`src/rtl/instr_fetch_unit_pkg.sv`:
```
// rtl/instr_fetch_unit_pkg.sv - shared types and constants for the instruction fetch front-end
package instr_fetch_unit_pkg;

  // Fetch sequencer states: issue a request, wait for its answer, or swallow a stale answer
  typedef enum logic [1:0] {
    FETCH     = 2'd0,
    WAIT_RESP = 2'd1,
    DRAIN     = 2'd2
  } fetch_state_t;

  localparam int INSTR_BYTES = 4;
  localparam int INSTR_WIDTH = 32;

  // Byte address of the instruction that follows pc, wrapping at the top of the address space
  function automatic logic [63:0] next_pc64(input logic [63:0] pc);
    return pc + 64'(INSTR_BYTES);
  endfunction

endpackage

```
`src/rtl/instr_fetch_unit_fetch_fifo.sv`:
```
// rtl/instr_fetch_unit_fetch_fifo.sv - synchronous prefetch FIFO with flush and occupancy count
module fetch_fifo
  import instr_fetch_unit_pkg::*;
#(
  parameter int DATA_WIDTH = 96,
  parameter int DEPTH_POW  = 2
) (
  input  logic                  clk_in,
  input  logic                  reset,
  input  logic                  push,
  input  logic                  pop,
  input  logic                  flush,
  input  logic [DATA_WIDTH-1:0] push_data,
  output logic [DATA_WIDTH-1:0] pop_data,
  output logic [DEPTH_POW:0]    level,
  output logic                  empty,
  output logic                  full
);

  localparam int DEPTH = 1 << DEPTH_POW;

  logic [DATA_WIDTH-1:0] r_mem [DEPTH];
  logic [DEPTH_POW-1:0]  r_wr_ptr;
  logic [DEPTH_POW-1:0]  r_rd_ptr;
  logic [DEPTH_POW:0]    r_level;
  logic                  w_push;
  logic                  w_pop;

  // Guard against writes into a full FIFO or reads from an empty one
  assign w_push = push & ~full;
  assign w_pop  = pop & ~empty;

  assign empty    = (r_level == '0);
  assign full     = (r_level == (DEPTH_POW + 1)'(DEPTH));
  assign level    = r_level;
  assign pop_data = r_mem[r_rd_ptr];

  // Pointer and occupancy bookkeeping; flush empties the queue in one edge
  always_ff @(posedge clk_in or negedge reset) begin
    if (!reset) begin
      r_wr_ptr <= '0;
      r_rd_ptr <= '0;
      r_level  <= '0;
    end else if (flush) begin
      r_wr_ptr <= '0;
      r_rd_ptr <= '0;
      r_level  <= '0;
    end else begin
      if (w_push) r_wr_ptr <= r_wr_ptr + 1'b1;
      if (w_pop)  r_rd_ptr <= r_rd_ptr + 1'b1;
      r_level <= r_level + (DEPTH_POW + 1)'(w_push) - (DEPTH_POW + 1)'(w_pop);
    end
  end

  // Entry storage; contents need no reset because occupancy gates every read
  always_ff @(posedge clk_in) begin
    if (w_push && !flush) r_mem[r_wr_ptr] <= push_data;
  end

endmodule

```
`src/rtl/instr_fetch_unit.sv`:
```
// rtl/instr_fetch_unit.sv - fetch PC, single-outstanding imem requests, prefetch FIFO; IFU_BYPASS_EN adds zero-latency bypass
module instr_fetch_unit
  import instr_fetch_unit_pkg::*;
#(
  parameter int                              ADDR_WIDTH_POW = 6,
  parameter int                              FIFO_DEPTH_POW = 2,
  parameter logic [(1<<ADDR_WIDTH_POW)-1:0]  RESET_PC       = '0
) (
  input  logic                             clk_in,
  input  logic                             reset,
  output logic                             imem_req_valid_out,
  input  logic                             imem_req_ready_in,
  output logic [(1<<ADDR_WIDTH_POW)-1:0]   imem_addr_out,
  input  logic                             imem_resp_valid_in,
  input  logic [INSTR_WIDTH-1:0]           imem_resp_data_in,
  input  logic                             redirect_valid_in,
  input  logic [(1<<ADDR_WIDTH_POW)-1:0]   redirect_pc_in,
  output logic                             instr_valid_out,
  input  logic                             instr_ready_in,
  output logic [INSTR_WIDTH-1:0]           instr_out,
  output logic [(1<<ADDR_WIDTH_POW)-1:0]   instr_pc_out,
  output logic [FIFO_DEPTH_POW:0]          fifo_level_out
);

  localparam int AW      = 1 << ADDR_WIDTH_POW;
  localparam int ENTRY_W = INSTR_WIDTH + AW;

  fetch_state_t          r_state;
  fetch_state_t          w_next_state;
  logic [AW-1:0]         r_fetch_pc;
  logic [AW-1:0]         r_req_pc;

  logic                  w_req_valid;
  logic                  w_req_accept;
  logic                  w_resp_live;
  logic                  w_bypass;
  logic                  w_push;
  logic                  w_pop;
  logic [AW-1:0]         w_redirect_pc;
  logic [ENTRY_W-1:0]    w_fifo_wr_data;
  logic [ENTRY_W-1:0]    w_fifo_rd_data;
  logic [FIFO_DEPTH_POW:0] w_fifo_level;
  logic                  w_fifo_empty;
  logic                  w_fifo_full;

  // Instructions are word aligned, so the low two redirect bits are cleared
  assign w_redirect_pc = redirect_pc_in & ~AW'(INSTR_BYTES - 1);

  // Only issue while reset is released and the response is guaranteed a FIFO slot
  assign w_req_valid  = (r_state == FETCH) & ~w_fifo_full & reset;
  assign w_req_accept = w_req_valid & imem_req_ready_in;

  // A response is only meaningful while waiting for it; in DRAIN it is stale
  assign w_resp_live = (r_state == WAIT_RESP) & imem_resp_valid_in;

`ifdef IFU_BYPASS_EN
  assign w_bypass = w_fifo_empty & w_resp_live & instr_ready_in & ~redirect_valid_in;
`else
  assign w_bypass = 1'b0;
`endif

  assign w_push         = w_resp_live & ~redirect_valid_in & ~w_bypass;
  assign w_pop          = ~w_fifo_empty & instr_ready_in & ~redirect_valid_in;
  assign w_fifo_wr_data = {imem_resp_data_in, r_req_pc};

  fetch_fifo #(
    .DATA_WIDTH (ENTRY_W),
    .DEPTH_POW  (FIFO_DEPTH_POW)
  ) u_fetch_fifo (
    .clk_in    (clk_in),
    .reset     (reset),
    .push      (w_push),
    .pop       (w_pop),
    .flush     (redirect_valid_in),
    .push_data (w_fifo_wr_data),
    .pop_data  (w_fifo_rd_data),
    .level     (w_fifo_level),
    .empty     (w_fifo_empty),
    .full      (w_fifo_full)
  );

  // State register
  always_ff @(posedge clk_in or negedge reset) begin
    if (!reset) r_state <= FETCH;
    else        r_state <= w_next_state;
  end

  // Next-state logic; a redirect overrides the normal flow and decides whether a stale answer is pending
  always_comb begin
    w_next_state = r_state;
    case (r_state)
      FETCH:     if (w_req_accept)       w_next_state = WAIT_RESP;
      WAIT_RESP: if (imem_resp_valid_in) w_next_state = FETCH;
      DRAIN:     if (imem_resp_valid_in) w_next_state = FETCH;
      default:                           w_next_state = FETCH;
    endcase
    if (redirect_valid_in) begin
      if (w_req_accept ||
          ((r_state == WAIT_RESP || r_state == DRAIN) && !imem_resp_valid_in))
        w_next_state = DRAIN;
      else
        w_next_state = FETCH;
    end
  end

  // Fetch PC: redirect wins, otherwise advance once the current request is answered
  always_ff @(posedge clk_in or negedge reset) begin
    if (!reset)                 r_fetch_pc <= RESET_PC;
    else if (redirect_valid_in) r_fetch_pc <= w_redirect_pc;
    else if (w_resp_live)       r_fetch_pc <= r_fetch_pc + AW'(INSTR_BYTES);
  end

  // Remember which PC the outstanding request belongs to, so the response is tagged correctly
  always_ff @(posedge clk_in or negedge reset) begin
    if (!reset)            r_req_pc <= RESET_PC;
    else if (w_req_accept) r_req_pc <= r_fetch_pc;
  end

  assign imem_req_valid_out = w_req_valid;
  assign imem_addr_out      = r_fetch_pc;
  assign instr_valid_out    = (~w_fifo_empty | w_bypass) & ~redirect_valid_in;
  assign instr_out          = w_bypass ? imem_resp_data_in : w_fifo_rd_data[AW +: INSTR_WIDTH];
  assign instr_pc_out       = w_bypass ? r_req_pc : w_fifo_rd_data[AW-1:0];
  assign fifo_level_out     = w_fifo_level;

endmodule

```
`config.mk`:
```
export PLATFORM = sky130hd
export DESIGN_NAME = instr_fetch_unit
export DESIGN_NICKNAME = d
export VERILOG_FILES = /design/src/rtl/instr_fetch_unit_pkg.sv /design/src/rtl/instr_fetch_unit_fetch_fifo.sv /design/src/rtl/instr_fetch_unit.sv
export SDC_FILE = /design/constraint.sdc
export NUM_CORES = 1
export LEC_CHECK = 0
export CAP_MARGIN = 10
export CORE_MARGIN = 5
export CORE_UTILIZATION = 50
export CTS_CLUSTER_SIZE = 30
export DETAILED_ROUTE_END_ITERATION = 10
export MAX_ROUTING_LAYER = met4
export PLACE_DENSITY_LB_ADDON = 0.05
export SETUP_SLACK_MARGIN = 0.5
export SLEW_MARGIN = 10
export SYNTH_ARGS = -nofsm -noshare
export SYNTH_HDL_FRONTEND = slang
export SYNTH_SLANG_ARGS = --single-unit
```
`constraint.sdc`:
```
create_clock -name clk_in -period 4.2 [get_ports clk_in]
set_input_delay 0.63 -clock clk_in [delete_from_list [all_inputs] [get_ports clk_in]]
set_output_delay 0.63 -clock clk_in [all_outputs]
set_load 0.01 [all_outputs]
```
# Yosys cells after proc, flatten, opt, wreduce, memory -nomap -nowiden
# Memories as Yosys holds them, arrays and structs flattened.
# Cells that the tools add are included.
[totals]
regBits = 137
ram_bits = 384
inputBits = 102
output_inout_bits = 165
wordCells = 57
mem_count = 1
[classes]
n_addsub = 5
eq_ne = 5
mux = 14
bitwise = 13
n_reduce_logical = 13
[mem_list]
columns = ["memory", "words", "word_bits", "read_ports", "rd_ports_with_merged_regs", "wr", "line_no", "text"]
rows = [
  ["u_fetch_fifo.r_mem", 4, 96, 1, 0, 1, "instr_fetch_unit_fetch_fifo.sv:22", "logic [DATA_WIDTH-1:0] r_mem [DEPTH];"],
]
[op_table]
columns = ["cell", "count"]
rows = [
  ["64-bit two-way mux", 2],
  ["64-bit by 3-bit adder with 64-bit output, second input constant", 1],
  ["2-bit two-way mux", 8],
  ["1-bit AND", 10],
  ["2-bit nonzero test", 3],
  ["2-bit by 1-bit adder with 2-bit output, second input constant", 2],
  ["2-bit case mux with 2 select lines", 1],
  ["3-bit by 1-bit adder with 3-bit output", 1],
  ["3-bit equality test, second input constant", 1],
  ["3-bit logical NOT", 1],
  ["3-bit two-way mux", 1],
  ["3-bit by 1-bit inequality test with 1-bit output, second input constant", 1],
  ["3-bit inequality test, second input constant", 1],
  ["1-bit inverter", 3],
  ["3-bit by 1-bit subtractor with 3-bit output", 1],
  ["2-bit by 1-bit equality test with 1-bit output, second input constant", 1],
  ["2-bit equality test, second input constant", 1],
  ["1-bit logical AND", 2],
  ["1-bit logical NOT", 2],
  ["2-bit logical NOT", 1],
  ["1-bit logical OR", 2],
  ["1-bit two-way mux", 2],
  ["2-bit AND reduction", 1],
  ["2-bit OR reduction", 1],
]

# Depth between registers and ports, before layout
# Gate-level depths: netlist of run 1.
[logic_depth]
depth_word = 8
ltp_mapped = 12
mapped_depth_nobuf = 11

# By module
# A second synthesis of run 1 with hierarchy kept.
[hier_totals]
cells_unflattened = 1285
area_unflattened_um2 = 20637.3
[by_module_without_submodules]
columns = ["module", "instances", "cells_per_inst", "area_each_um2", "seq_area_each_um2"]
rows = [
  ["fetch_fifo", 1, 550, 14295.0, 11706.2],
  ["instr_fetch_unit", 1, 735, 6342.3, 3153.0],
]

# Worst setup path after synthesis of run 1
# OpenSTA, ideal clock, no wires.
[synth_path]
path_kind = "input-to-reg"
startpoint = "input port redirect_valid_in"
endpoint = "memory u_fetch_fifo.r_mem[1][10], enable pin"
setup_time_ns = 0.464
arrival_time_ns = 3.723
required_ns = 3.736
setup_slack_ns = 0.013
path_stages = 5
n_path_buf = 3
path_cell_list = "clkbuf_1 inv_1 clkbuf_1 clkbuf_1 and3_1"
[synth_between]
elab_chain_len = 6
elab_cells_between_ends = 7
classes_between = "2 x mux; 3 x bitwise; 2 x reduce/logical"
[synth_lines]
columns = ["element", "line_no", "text"]
rows = [
  ["from (decl)", "instr_fetch_unit.sv:16", "input logic redirect_valid_in,"],
  ["1-bit inverter", "instr_fetch_unit.sv:62", "assign w_push = w_resp_live & ~redirect_valid_in & ~w_bypass;"],
  ["1-bit AND", "instr_fetch_unit.sv:62", ""],
  ["1-bit AND", "instr_fetch_unit_fetch_fifo.sv:30", "assign w_push = push & ~full;"],
  ["1-bit logical AND *", "instr_fetch_unit_fetch_fifo.sv:57", "if (w_push && !flush) r_mem[r_wr_ptr] <= push_data;"],
  ["1-bit two-way mux *", "instr_fetch_unit_fetch_fifo.sv:57", ""],
  ["1-bit two-way mux (implied by the code) *", "instr_fetch_unit_fetch_fifo.sv:57", ""],
  ["to (decl)", "instr_fetch_unit_fetch_fifo.sv:22", ""],
]
# Mark *: on every way between the ends. The rest lies on a longest branch, timed or not.

# Worst setup path in the final report of run 1
[layout_path]
startpoint = "register u_fetch_fifo.r_rd_ptr[1]"
endpoint = "output port instr_pc_out[63]"
[layout_between]
elab_chain_len = 1
[layout_lines]
columns = ["element", "line_no", "text"]
rows = [
  ["from (decl)", "instr_fetch_unit_fetch_fifo.sv:24", "logic [DEPTH_POW-1:0] r_rd_ptr;"],
  ["from (signal assigned)", "instr_fetch_unit_fetch_fifo.sv:50", "if (w_pop) r_rd_ptr <= r_rd_ptr + 1'b1;"],
  ["memory 4 x 96 bit", "--", ""],
  ["to (decl)", "instr_fetch_unit.sv:21", "output logic [(1<<ADDR_WIDTH_POW)-1:0] instr_pc_out,"],
]
# No other way between the ends.

==> results of run 1 <==
[worst reg2reg max path: stages (launching register included)]
cell     delay [ns]
dfrtp_1        0.47
nand3_1        0.30
nor4_1         0.89
nand4_1        0.59
or4_1          0.56
nand3_1        0.09
[final timing paths]
kind	depth (start not counted)	slack, ns	end
worst max register to register	5	1.23	imem_addr_out[61]
min in group clk_in	2	0.46	u_fetch_fifo.level[1]
worst min register to register	0	0.51	u_fetch_fifo.r_mem[0][3]
worst min-delay path	2	0.45	r_req_pc[47]
max in group asynchronous	3	2.52	imem_addr_out[12]
worst max-delay path	3	0.79	instr_pc_out[63]
[cell families (layout without fill, tap and decap cells)]
family	Yosys count	after routing	synth area share, %
flops	509	509	72.4
compound gates	80	80	2.34
simple gates	437	437	10.1
mux	105	105	11.0
buf+inv	79	404	1.56
fa+ha+maj	10	10	0.657
other cells	1	4	0.0186
xor+xnor	45	45	1.95
[metrics by stage]
stage / utilization (%) / area (um2) / setup WS, ns / instances / power, W
floorplan: - / 20200 / 1.06 / 1269 / 0.00786
global placement: 59.1 / 23600 / 0.958 / 2019 / 0.00905
detailed placement: 59.1 / 23600 / 0.882 / 2019 / 0.00911
CTS: 63.8 / 25400 / 0.515 / 2118 / 0.0140
global route: 63.9 / 25400 / 0.679 / 2119 / 0.0145
finish: 63.9 / 25400 / 0.793 / 2119 / 0.0139
[placed cells by master (no fill, tap or decap), types with 11 or more instances in the layout]
cell             instances
nor3_1                  13
xnor2_1                 26
or3_1                   12
clkbuf_1                11
nand4_1                 24
buf_4                   27
inv_1                   12
and3_1                  16
clkdlybuf4s50_1        258
nor2_1                  26
dfrtp_1                131
nor4_1                  20
edfxtp_1               376
clkbuf_16               53
nand2_1                250
xor2_1                  19
mux4_2                  94
o21ai_0                 51
nand3_1                 33
[final cells by class]
cell class	instances	area (um2)
multi-input cells	681	5310
inverters	12	45.0
well taps	525	657
clock buffers	74	1510
clock inverters	24	353
fillers	3004	14400
repair buffers	294	2950
flip-flops and latches	509	14600
[registers in the layout, indices dropped and copies added (netlist names)]
name                   flops
u_fetch_fifo.r_rd_ptr      2
r_req_pc                  62
u_fetch_fifo.r_mem       376
r_state                    2
u_fetch_fifo.level         3
imem_addr_out             62
u_fetch_fifo.r_wr_ptr      2
[routing by layer]
layer  share of wire, %  GRT usage, %
met1                 42          31.6
met2                 49          36.3
met3                6.4          4.20
met4                2.2          6.42
met5                  0             -
[where the power goes]
group | leakage, nW | internal (W) | switching (W) | total, W
registers | 5.03 | 0.00613 | 0.000526 | 0.00665
logic | 3.02 | 0.00125 | 0.00110 | 0.00235
clock network | 0.908 | 0.00304 | 0.00186 | 0.00491
[what timing repair did]
item                                    in CTS  in global routing
setup buffers                                0                  1
hold endpoints to repair                    17                  0
hold buffers                                 1                  0
endpoints found under the setup margin       0                 30
==> metrics.yaml, run 1 <==
synth_commonest_cells: "376 x edfxtp_1, 251 x nand2_1, 133 x dfrtp_1"
clk_latency_ns: 0.58
synth_edf_count: 376
vdd.ir_drop.worst_mv: 0.413
timing.fmax_ghz: 0.294
ys_ff_latch: 509
syn2layout_area_growth_pct: 25.9
layout-drive-gt1-share_pct: 14.4
cp_slowest_stage_delay_ns: 0.92
avgRoutedWirePerCell_um: 23.5
clk_pin_slew_ns: 0.06
grt_start_max_net_pins: 69
drtAntennaViolNets: 0
postSynthCellCount: 1266
std_cell_rows: 73
rr_startpoint: "imem_addr_out[10]"
synth.largest_area_cell: "edfxtp_1"
cp-start-kind: "flop"
route.detailed.drc: 0
clockBufferDepth: 3
status: "finished, final reports clean"
floorplan.initialDensity_pct: 50.7
synthArstFlopShare_pct: 26.1
synthMostInstantiatedCell: "edfxtp_1"
io_pins: 267
first_pass_iters: 5
crit_slowest_cell: "dfrtp_4"
track_usage_pct: 23.1
synth_area_leaders: "edfxtp_1 56%, dfrtp_1 16%, mux4_2 10%"
path_buf_inv: 2
num_antenna_cells: 0
slew_violations: 0
critPathMaxFanout: 39
hp-class: "in -> async"
clock_skew_ns: 0.00995
ctsResizeCount: 0
die_x_um: 211
via_per_inst: 5.63
grt_pass1_wl_um: 75800
cts_root_buf: "clkbuf_16"
min_period_ns: 3.41
startpoint: "u_fetch_fifo.r_rd_ptr[1]"
maxSlewHeadroom_pct: 29.7
htree_levels: 2
rsz0062_at_grt: "false"
ys_seq_area_share_pct: 72.4
dp_hpwl_um: 31700
grt_pass1_vias: 12318
clkSinkCount: 509
hold_ws_ns: 0.451
syn-cell-area_um2: 20200
tightestPinTransition_ns: 1.04
hold_viol_final: 0
cap_violations: 0
die_h_um: 211
synth_top_flop_cell: "edfxtp_1"
antenna_found_initial: 0
cp.arrival_ns: 2.78
fin_crit_sh_pct: 81.1
tns_ns: 0
finalWeightedCongestion: 0.827
io_buffers: 260
core_um2: 39800
cp.required_ns: 3.57
cts_tree: "yes"
synth_top_area_share_pct: 55.9
leakage_nw: 8.96
ys_types: 47
avgSynthCellArea_um2: 16.0
wl_um: 49700
ys_warn_count: 0
nNetsFinal: 1662
cp_cell_sequence: "buf_4 -> mux4_2 -> clkdlybuf4s50_1"
cpLargestDelayFamily: "flip-flops"
dr_total_vias: 11938
numCtsBuffers: 52
die_area_um2: 44500
cp-end-kind: "output pin"
worstSetupPathType: "reg -> out"
detailedRoute.firstIterationViolations: 801
p_per_area_nw_per_um2: 547
grt-ovfl-total: 0
setup_viol: 0
Power figures use the tool's default switching activity.
==> run 2: changes to the inputs <==
- clock period: 4.2 -> 3 ns (I/O delays scaled with it)
==> run 2 against run 1 <==
Non-clock buffer count up 72. Critical endpoint is now instr_pc_out[21]. Sequential share of layout area down 2.0 points. First-iteration DRC count decreased by 5.4%.
==> metrics.yaml, run 2 (synthesized netlist as in run 1, its figures left out) <==
status: "finished, final reports clean"  # unchanged
rsz0062_at_grt: "true"  # was false
cp-end-kind: "output pin"  # unchanged
hold_ws_ns: 0.0392  # was 0.451 ns
mostFrequentLayoutCell: "edfxtp_1"  # unchanged
slew_violations: 0  # unchanged
avgRoutedWirePerCell_um: 23.5  # about the same
die_h_um: 211  # unchanged
grt_start_max_net_pins: 64  # was 69
clkSinkCount: 509  # unchanged
numCtsBuffers: 52  # unchanged
layout_common_cells: "376 x edfxtp_1, 250 x nand2_1, 163 x clkdlybuf4s50_1"  # was 376 x edfxtp_1, 258 x clkdlybuf4s50_1, 250 x nand2_1
hp-class: "in -> async"  # unchanged
grt_pass1_vias: 12605  # was 12,318
cts_root_buf: "clkbuf_16"  # unchanged
floorplan.initialDensity_pct: 50.7  # unchanged
antenna_found_initial: 4  # was 0
clock_skew_ns: 0.0114  # was 0.00995 ns
core_um2: 39800  # unchanged
holdBufCountCts: 0  # was 1
maxSlewHeadroom_pct: 52.2  # was 29.7%
layout-drive-gt1-share_pct: 24.4  # was 14.4%
setup_viol: 0  # unchanged
dp_slack_ns: 0.107  # was 0.882 ns
finalWeightedCongestion: 0.866  # was 0.827
postLayoutCellArea_um2: 26400  # was 25,400 um2
wl_um: 51700  # was 49,700 um
grt-ovfl-total: 0  # unchanged
drtAntennaViolNets: 0  # unchanged
cp.required_ns: 2.55  # was 3.57 ns
io_pins: 267  # unchanged
largest_register_ffs: 376  # unchanged
detailedRoute.firstIterationViolations: 758  # was 801
track_usage_pct: 24.0  # was 23.1%
route.detailed.drc: 0  # unchanged
vdd.ir_drop.worst_mv: 0.640  # was 0.413 mV
std_cell_rows: 73  # unchanged
tns_ns: 0  # unchanged
grt_pass1_wl_um: 78000  # was 75,800 um
via_per_inst: 5.58  # was 5.63
syn2layout_area_growth_pct: 30.5  # was 25.9%
cap_violations: 0  # unchanged
cp-start-kind: "flop"  # unchanged
clk_latency_ns: 0.58  # about the same
hold_viol_final: 0  # unchanged
io_buffers: 260  # unchanged
critPathMaxFanout: 6  # was 39
regMostFlops: "u_fetch_fifo.r_mem"  # unchanged
nNetsFinal: 1734  # was 1,662
clockBufferDepth: 3  # unchanged
die_area_um2: 44500  # unchanged
min_period_ns: 2.60
dp_hpwl_um: 32700  # was 31,700 um
timing.fmax_ghz: 0.384
worstSetupPathType: "reg -> out"  # unchanged
p_per_area_nw_per_um2: 761  # was 547 nW/um2
first_pass_iters: 5  # unchanged
fin_ws_ns: 0.395  # was 0.793 ns
cts_tree: "yes"  # unchanged
tightestPinTransition_ns: 0.718  # was 1.04 ns
placed_area_um2: 23900  # was 23,600 um2
r2r_cells: 5  # unchanged
cp.arrival_ns: 2.15  # was 2.78 ns
fin_crit_sh_pct: 86.8
leakage_nw: 9.52  # was 8.96 nW
htree_levels: 2  # unchanged
dr_total_vias: 12239  # was 11,938
fillers: 2863  # was 3,004
clk_pin_slew_ns: 0.06  # about the same
die_x_um: 211  # unchanged
run 2: changes by cell type in the layout (fill, tap and decap cells not counted), moves of 4 or more:
cell,before,now
clkbuf_8,10,4
diode_2,0,5
buf_6,1,77
buf_12,7,22
dfrtp_1,131,122
buf_16,0,8
buf_4,27,59
clkdlybuf4s50_1,258,163
clkdlybuf4s15_2,0,4
dfrtp_2,0,9
buf_2,0,25
buf_8,0,7
run 2: through the flow:
step	power (W)	util, %	instances
global route	0.0210	66.2	2194
global placement	0.0127	59.9	2046
CTS	0.0201	65.7	2185
floorplan	0.0110	-	1269
finish	0.0201	66.2	2195
detailed placement	0.0128	59.9	2046
run 2: power by group:
| group | total, W | internal [W] | switching (W) |
|---|---|---|---|
| registers | 0.00924 | 0.00858 | 0.000659 |
| logic | 0.00417 | 0.00231 | 0.00186 |
| clock network | 0.00665 | 0.00403 | 0.00262 |
run 2: area by class of cell:
class	count	area, um2	share of cell area [%]
clock buffers	70	1430	5.43
flip-flops and latches	509	14600	55.5
repair buffers	366	3890	14.7
inverters	12	45.0	0.171
multi-input cells	681	5350	20.3
clock inverters	27	342	1.30
diodes	5	12.5	0.0475
well taps	525	657	2.49
run 2: worst paths after layout:
check / start / to / slack (ns)
setup / recovery: u_fetch_fifo.r_rd_ptr[0] / instr_pc_out[21] / 0.40
hold / removal: reset / r_req_pc[47] / 0.04
setup reg to reg: imem_addr_out[17] / imem_addr_out[59] / 0.58
hold reg to reg: r_req_pc[46] / u_fetch_fifo.r_mem[2][46] / 0.52
max in group asynchronous: reset / imem_addr_out[12] / 1.79
min in group clk_in: redirect_valid_in / u_fetch_fifo.level[1] / 0.14
run 2: critical path, stage by stage, from the launching register on:
cell     delay [ns]
dfrtp_4        0.45
buf_12         0.17
buf_16         0.15
buf_8          0.11
mux4_2         0.53
buf_6          0.15
run 2: routing by layer:
metal | GRT usage, % | routed length [um]
met2 | 37.7 | 25400
met5 | - | 0
met4 | 5.41 | 864
met3 | 4.83 | 3490
met1 | 33.1 | 21900
run 2: timing repair:
action / CTS / global route
resized for setup: 480 / 35
cloned: 6 / 0
endpoints found under the setup margin: 106 / 85
setup buffers: 36 / 5
pin swaps: 2 / 2
==> run 3: changes to the inputs <==
- CTS_CLUSTER_SIZE: 30 -> 40
==> run 3 against run 2 <==
First-iteration DRC count up 1.1%. Cell count about the same. Hold slack better by 0.0080 ns. Die area unchanged. Design area about the same. Sequential power about the same. Non-clock buffer count unchanged. Critical path depth unchanged. Global-route usage unchanged. Register-to-register slack about the same. Sequential share of layout area about the same. Maximum frequency about the same.
==> metrics.yaml, run 3 (synthesized netlist as in run 1, its figures left out) <==
cp-start-kind: "flop"  # unchanged
hp-class: "in -> async"  # unchanged
avgRoutedWirePerCell_um: 23.5  # about the same
cap_violations: 0  # unchanged
grt-ovfl-total: 0  # unchanged
core_um2: 39800  # unchanged
cp.arrival_ns: 2.16  # was 2.15 ns
clock_skew_ns: 0.0125  # was 0.0114 ns
numCtsBuffers: 52  # unchanged
cp_slowest_stage_delay_ns: 0.51  # was 0.53 ns
rr_startpoint: "imem_addr_out[17]"  # unchanged
wl_um: 51500  # was 51,700 um
cp-end-kind: "output pin"  # unchanged
grt_start_max_net_pins: 64  # unchanged
holdBufCountCts: 0  # unchanged
leakage_nw: 9.52  # unchanged
floorplan.initialDensity_pct: 50.7  # unchanged
die_x_um: 211  # unchanged
grt_pass1_vias: 12605  # unchanged
fin_ws_ns: 0.395  # about the same
status: "finished, final reports clean"  # unchanged
die_area_um2: 44500  # unchanged
ff2ff_setup_slack_ns: 0.57  # was 0.58 ns
grt_pass1_wl_um: 78000  # unchanged
fin_crit_sh_pct: 86.8  # about the same
die_h_um: 211  # unchanged
clk_latency_ns: 0.59  # was 0.58 ns
finalWeightedCongestion: 0.866  # unchanged
antenna_found_initial: 4  # unchanged
first_pass_iters: 5  # unchanged
clk_pin_slew_ns: 0.06  # about the same
setup_viol: 0  # unchanged
min_period_ns: 2.61  # was 2.60 ns
timing.fmax_ghz: 0.384  # about the same
drtAntennaViolNets: 0  # unchanged
rsz0062_at_grt: "true"  # unchanged
dr_total_vias: 12219  # was 12,239
regMostFlops: "u_fetch_fifo.r_mem"  # unchanged
detailedRoute.firstIterationViolations: 766  # was 758
r2r_cells: 5  # unchanged
vdd.ir_drop.worst_mv: 0.635  # was 0.640 mV
track_usage_pct: 24.0  # unchanged
tightestPinTransition_ns: 0.725  # was 0.718 ns
clockBufferDepth: 3  # unchanged
dp_slack_ns: 0.107  # unchanged
cp_cell_sequence: "buf_4 -> buf_16 -> buf_12 -> mux4_2 -> buf_6"  # was buf_12 -> buf_16 -> buf_8 -> mux4_2 -> buf_6
fin_cells: 2194  # was 2,195
reg2reg_to: "imem_addr_out[56]"  # was imem_addr_out[59]
maxSlewHeadroom_pct: 51.6  # was 52.2%
route.detailed.drc: 0  # unchanged
crit_slowest_cell: "dfrtp_4"  # was mux4_2
syn2layout_area_growth_pct: 30.5  # about the same
placed_cells: 2046  # unchanged
critPathMaxFanout: 8  # was 6
layout-drive-gt1-share_pct: 24.4  # unchanged
cts_root_buf: "clkbuf_16"  # unchanged
layout_common_cells: "376 x edfxtp_1, 250 x nand2_1, 163 x clkdlybuf4s50_1"  # unchanged
tns_ns: 0  # unchanged
cpLargestDelayFamily: "buffers and inverters"  # unchanged
cp.required_ns: 2.55  # about the same
std_cell_rows: 73  # unchanged
hold_viol_final: 0  # unchanged
dp_hpwl_um: 32700  # unchanged
worstSetupPathType: "reg -> out"  # unchanged
fin_util_pct: 66.2  # about the same
p_per_area_nw_per_um2: 761  # about the same
cts_tree: "yes"  # unchanged
largest_register_ffs: 376  # unchanged
mostFrequentLayoutCell: "edfxtp_1"  # unchanged
via_per_inst: 5.57  # was 5.58
clkSinkCount: 509  # unchanged
io_buffers: 260  # unchanged
nNetsFinal: 1734  # unchanged
htree_levels: 2  # unchanged
slew_violations: 0  # unchanged
path_buf_inv: 4  # unchanged
io_pins: 267  # unchanged
[run 3: cell types whose count changed in the layout (fill, tap and decap cells not counted), sizes merged]
cell / change
diode: -1
[run 3: timing repair]
item,CTS,global route
cloned,6,0
setup endpoints to repair,106,85
gates resized for setup,480,35
pin swaps,2,2
buffers inserted,36,5
[run 3: layer usage]
metal	vias up	track usage [%]	wire, um
li1	5528	-	-
met1	6246	33.1	21700
met2	382	37.7	25500
met3	63	4.83	3400
met4	0	5.41	905
met5	-	-	0
[run 3: cell type report]
cell class                 instances  area [um2]
tap                              525         657
clock buffer                      70        1430
inverter                          12        45.0
timing repair buffer             366        3890
multi-input combinational        681        5350
antenna                            4        10.0
sequential                       509       14600
fill                            2862       13500
clock inverter                    27         342
[run 3: through the flow]
step | area [um2] | power (W) | hold slack [ns]
6_report | 26400 | 0.0201 | 0.0471
3_5_place_dp | 23900 | 0.0128 | 0.501
2_1_floorplan | 20200 | 0.0110 | 0.154
5_1_grt | 26400 | 0.0210 | 0.0813
3_3_place_gp | 23900 | 0.0127 | 0.490
4_1_cts | 26200 | 0.0201 | 0.0409
[run 3: worst max-delay path by stage]
stage	from	endpoint	slack, ns	cells past startpoint
finish	u_fetch_fifo.r_rd_ptr[0]	instr_pc_out[27]	0.39	5
global placement	imem_resp_valid_in	imem_addr_out[61]	0.11	6
detailed placement	imem_resp_valid_in	imem_addr_out[53]	0.11	6
global route	u_fetch_fifo.r_rd_ptr[0]	instr_pc_out[25]	0.34	5
CTS	u_fetch_fifo.r_rd_ptr[0]	instr_pc_out[21]	0.36	5
floorplan	r_state[1]	u_fetch_fifo.r_mem[0][10]	0.26	6
[run 3: power by group]
part	internal (W)	leakage [nW]	switching [W]
sequential	0.00858	5.02	0.000656
combinational	0.00231	3.64	0.00186
clock	0.00403	0.858	0.00262
